===== config.mk =====
export PLATFORM = sky130hd
export DESIGN_NAME = reset_pulse_gen
export DESIGN_NICKNAME = d
export VERILOG_FILES = /design/src/rtl/reset_pulse_gen.sv
export SDC_FILE = /design/constraint.sdc
export NUM_CORES = 1
export LEC_CHECK = 0
export ABC_CLOCK_PERIOD_IN_PS = 2580
export CORE_ASPECT_RATIO = 0.75
export CORE_MARGIN = 3
export CORE_UTILIZATION = 55
export CTS_BUF_LIST = sky130_fd_sc_hd__clkbuf_4 sky130_fd_sc_hd__clkbuf_8
export CTS_CLUSTER_SIZE = 8
export DETAILED_ROUTE_END_ITERATION = 6
export GPL_TIMING_DRIVEN = 0
export HOLD_SLACK_MARGIN = 0.05
export PLACE_DENSITY_LB_ADDON = 0.25
export REMOVE_ABC_BUFFERS = 1
export SYNTH_ARGS = -nofsm -noshare
export SYNTH_HDL_FRONTEND = slang
export SYNTH_SLANG_ARGS = --single-unit
export TNS_END_PERCENT = 100

===== constraint.sdc =====
create_clock -name clk -period 2.58 [get_ports clk]
set_input_delay 0.645 -clock clk [delete_from_list [all_inputs] [get_ports clk]]
set_output_delay 0.645 -clock clk [all_outputs]
set_load 0.005 [all_outputs]

===== src/rtl/reset_pulse_gen.sv =====
// Raw reset request generator: fixed-width registered reset pulse, then a quiet holdoff window.
// Power-on and synchronous requests both start pulses; req-initiated pulses are counted (saturating).
module reset_pulse_gen #(
  parameter int ASSERT_CYCLES  = 16,
  parameter int HOLDOFF_CYCLES = 8,
  parameter int CNT_W          = 8
) (
  input  logic             clk,
  input  logic             reset,
  input  logic             req,
  output logic             rst_out,
  output logic             busy,
  output logic             done,
  output logic [CNT_W-1:0] rst_count
);

  localparam int MAX_CYC = (ASSERT_CYCLES > HOLDOFF_CYCLES) ? ASSERT_CYCLES : HOLDOFF_CYCLES;
  localparam int CW      = (MAX_CYC > 1) ? $clog2(MAX_CYC) : 1;

  localparam logic [CW-1:0]    ASSERT_LOAD  = CW'(ASSERT_CYCLES - 1);
  localparam logic [CW-1:0]    HOLDOFF_LOAD = CW'(HOLDOFF_CYCLES - 1);
  localparam logic [CW-1:0]    CNT_ZERO     = {CW{1'b0}};
  localparam logic [CW-1:0]    CNT_ONE      = CW'(1);
  localparam logic [CNT_W-1:0] EVT_MAX      = {CNT_W{1'b1}};

  typedef enum logic [1:0] {
    IDLE    = 2'd0,
    ASSERT  = 2'd1,
    HOLDOFF = 2'd2
  } state_t;

  state_t          state_r, state_s;
  logic [CW-1:0]   cnt_r, cnt_s;
  logic            pend_r, pend_s;
  logic            inc_s;
  logic            done_s;

  // Saturating increment of the event counter; never wraps past all-ones.
  function automatic logic [CNT_W-1:0] sat_inc(input logic [CNT_W-1:0] val);
    if (val == EVT_MAX) begin
      sat_inc = val;
    end else begin
      sat_inc = val + CNT_W'(1);
    end
  endfunction

  // State, counter, pending flag and all registered outputs; reset restarts the power-on pulse.
  always_ff @(posedge clk or posedge reset) begin
    if (reset) begin
      state_r   <= ASSERT;
      cnt_r     <= ASSERT_LOAD;
      pend_r    <= 1'b0;
      rst_out   <= 1'b1;
      busy      <= 1'b1;
      done      <= 1'b0;
      rst_count <= {CNT_W{1'b0}};
    end else begin
      state_r <= state_s;
      cnt_r   <= cnt_s;
      pend_r  <= pend_s;
      rst_out <= (state_s == ASSERT);
      busy    <= (state_s != IDLE);
      done    <= done_s;
      if (inc_s) begin
        rst_count <= sat_inc(rst_count);
      end else begin
        rst_count <= rst_count;
      end
    end
  end

  // Next-state logic; a req in ASSERT wins over cnt==0 so the pulse extends from the last req.
  always_comb begin
    state_s = state_r;
    cnt_s   = cnt_r;
    pend_s  = pend_r;
    inc_s   = 1'b0;
    done_s  = 1'b0;
    case (state_r)
      IDLE: begin
        pend_s = 1'b0;
        if (req) begin
          state_s = ASSERT;
          cnt_s   = ASSERT_LOAD;
          inc_s   = 1'b1;
        end else begin
          state_s = IDLE;
        end
      end
      ASSERT: begin
        pend_s = 1'b0;
        if (req) begin
          cnt_s = ASSERT_LOAD;
          inc_s = 1'b1;
        end else if (cnt_r == CNT_ZERO) begin
          state_s = HOLDOFF;
          cnt_s   = HOLDOFF_LOAD;
        end else begin
          cnt_s = cnt_r - CNT_ONE;
        end
      end
      HOLDOFF: begin
        if (cnt_r == CNT_ZERO) begin
          pend_s = 1'b0;
          if (pend_r || req) begin
            state_s = ASSERT;
            cnt_s   = ASSERT_LOAD;
            inc_s   = 1'b1;
          end else begin
            state_s = IDLE;
            done_s  = 1'b1;
          end
        end else begin
          cnt_s  = cnt_r - CNT_ONE;
          pend_s = pend_r | req;
        end
      end
      default: begin
        // Unreachable encoding: park safely in IDLE with a cleared counter.
        state_s = IDLE;
        cnt_s   = CNT_ZERO;
        pend_s  = 1'b0;
      end
    endcase
  end

endmodule


==> results.json <==
{
  "routedWlPerCell_um": 14.47,
  "synth_top_area_cell": "dfrtp_1",
  "rows": 12,
  "skew_ps": 1.395,
  "fin_cells": 128,
  "whs_path_depth": 1,
  "ctsResizeCount": 0,
  "cpPeakStageDelay_ps": 660,
  "worst_slack_ps": 447.4,
  "power_leakage_uw": 0.0004802,
  "setup_viol": 0,
  "reg2reg_to": "rst_count[1]",
  "synth-compound-area-share": 0.2219,
  "synth_top_area_share": 0.2806,
  "clockBufferDepth": 2,
  "critPathKind": "input pin to register",
  "crit-reg2reg-launch": "cnt_r[0]",
  "via_count": 767,
  "grt_overflow": 0,
  "start_kind": "input pin",
  "finalNetCount": 114,
  "start_util": 0.6222,
  "synth_area_per_cell_um2": 10.33,
  "cts_max_level": 1,
  "nFillCells": 129,
  "critical_path.max_fanout": 10,
  "antenna_found_initial": 0,
  "grt_pass1_wl_mm": 3.153,
  "synth-simple-area-share": 0.1543,
  "place.gp.congestion": 0.7813,
  "cpMaxStageDelayCell": "clkdlybuf4s50_1",
  "tightestPinTransition_ps": 665.9,
  "die_h_um": 42.58,
  "dieArea_mm2": 0.002332,
  "antenna_left": 0,
  "cts.clk_slew.worst_paths_ps": 100,
  "vias_per_cell": 5.992,
  "post-route-period-util": 0.8266,
  "relSlewSlack": 0.5556,
  "grt_pass1_vias": 692,
  "p_per_area_mw_per_mm2": 727.5,
  "cts_tree": "done",
  "dp_hpwl_mm": 1.386,
  "ys_top_cells_by_area": "dfrtp_1 28%, dfstp_2 19%, ha_1 3.8%, a21oi_1 3.1%, nor2_1 3.1%",
  "synth_seq_cells": 18,
  "status": "finished clean",
  "irDropWorstVdd_mv": 0.7503,
  "fin_util": 0.7270,
  "synth_fa_ha_area_frac": 0.03827,
  "post_cts_buffers": 0,
  "layout-drive-gt1-share": 0.1402,
  "r2r_setup_slack_ps": 490,
  "period_needed_ps": 2133,
  "synthMuxAreaShare": 0.04337,
  "grt_max_degree": 19,
  "rsz0062_at_grt": "false",
  "synthCells": 95,
  "hold_buffers": 0,
  "routed_wl_mm": 1.852,
  "r2r_cells": 6,
  "placed_cells": 124,
  "cts.sinks": 18,
  "grt_use_total": 0.1869,
  "clock_latency_ps": 290,
  "drcViolationCount": 0,
  "report.final.hold_viol_count": 0,
  "worstHoldStart": "rst_count[7]",
  "maxCapViolations": 0,
  "antenna_cells": 0,
  "synth.distinct_cells": 42,
  "min-delay-path-class": "register to register",
  "drt_iter0_markers": 10,
  "critPathCaptureType": "register",
  "ys_seq_area_frac": 0.4681,
  "ys_warn_count": 0,
  "setup_tns_ps": 0,
  "cp.arrival_ps": 2320,
  "port_buffers": 13,
  "ios": 14,
  "first_pass_iters": 4,
  "maxSlewViolCount": 0,
  "cp.required_ps": 2770,
  "die_w_um": 54.77,
  "fmax_ghz": 0.4689,
  "syn-cell-area_um2": 980.9,
  "synth_top_family_by_area": "compound AO/OA/AOI/OAI gates",
  "areaGrowthSynthToFinish_pct": 16.84,
  "synthXorXnorAreaFrac": 0.02679,
  "hold_end": "rst_count[7]",
  "cts-root-buf": "clkbuf_4",
  "post-place-ws_ps": 142.0,
  "core_mm2": 0.001577,
  "crit_chain": "clkdlybuf4s50_1 -> a21oi_1 -> a21oi_4 -> o31a_2 -> mux2_1",
  "cts_buffers": 3
}
==> kinds of logic (layout without fill, tap and decap cells) <==
logic type / count (synthesis) / in the layout
buf+inv: 10 / 22
xor+xnor: 3 / 3
mux: 4 / 4
fa+ha+maj: 3 / 3
flops: 18 / 18
compound gates: 29 / 29
simple gates: 28 / 28
==> state kept, by name, indices dropped and copies added (netlist names) <==
name,count
pend_r,1
rst_count,8
state_r,2
done,1
busy,1
cnt_r,4
rst_out,1
==> area by class of cell <==
cell class	instances	area, µm²	share of cell area
Clock buffer	4	36.28	0.03166
Inverter	5	18.77	0.01638
Multi-Input combinational cell	67	475.5	0.4148
Sequential cell	18	459.2	0.4007
Tap cell	21	26.28	0.02293
Timing Repair Buffer	13	130.1	0.1135
==> through the flow <==
stage	power, µW	cell area (µm²)	hold slack, ps
after floorplan	525.0	953.4	501.9
after global placement	651.5	1110	504.4
after detailed placement	668.1	1110	507.5
after CTS	844.0	1146	525.5
after global routing	894.5	1146	566.0
final	833.8	1146	518.4
==> synthesized netlist by cell type, drive strengths merged <==
| cell | instances |
|---|---|
| xnor2 | 2 |
| mux2 | 2 |
| o21ai | 2 |
| a21oi | 7 |
| and3 | 2 |
| o31a | 1 |
| o2111a | 1 |
| ha | 3 |
| or3 | 1 |
| a21bo | 1 |
| o22ai | 2 |
| and4b | 1 |
| a22o | 1 |
| dfrtp | 11 |
| or4b | 1 |
| and4 | 1 |
| nand2b | 1 |
| or3b | 1 |
| o21bai | 2 |
| a22oi | 1 |
| o311ai | 1 |
| nor2 | 8 |
| nor3 | 1 |
| o2111ai | 1 |
| o211ai | 1 |
| nor2b | 2 |
| o221a | 1 |
| clkbuf | 2 |
| a41oi | 1 |
| dfstp | 7 |
| nand3 | 3 |
| nand2 | 6 |
| a31oi | 3 |
| xor2 | 1 |
| o31ai | 1 |
| buf | 3 |
| mux2i | 2 |
| inv | 5 |
| o21a | 2 |
==> worst max-delay path by stage <==
stage,start,end,slack (ps),cells after the start
finish,req,rst_count[1],450,5
global route,req,rst_count[1],380,5
CTS,req,rst_count[1],450,5
detailed placement,req,rst_count[1],140,5
global placement,req,rst_count[1],170,5
floorplan,cnt_r[0],rst_count[1],630,6
==> critical path: cells and delay by family <==
kind            cells  cell delay, ps
mux                 1             320
compound gates      3             690
buf+inv             1             660
==> where the power goes <==
part,switching (µW),total (µW),internal (µW)
Sequential,61.9,402,340
Combinational,108,258,150
Clock,87.9,174,86.0
Total,258,834,576
==> placed cells by master (no fill, tap or decap), drive strengths merged, types with 2 or more instances in the layout <==
cell            n
a21oi           7
a31oi           3
and3            2
clkbuf          4
clkdlybuf4s50  13
dfrtp          11
dfstp           7
ha              3
inv             5
mux2            2
mux2i           2
nand2           6
nand3           3
nor2            8
nor2b           2
o21a            2
o21ai           2
o21bai          2
o22ai           2
xnor2           2
==> metal layers <==
| metal | track usage | up-vias | share of wire |
|---|---|---|---|
| met1 | 0.2517 | 371 | 0.49 |
| met5 | 0 | - | 0 |
| met4 | 0.02488 | 0 | 0.0054 |
| met2 | 0.2783 | 21 | 0.45 |
| met3 | 0.08541 | 2 | 0.060 |
| li1 | - | 373 | - |
No activity file was read; power rests on OpenSTA's default activity.
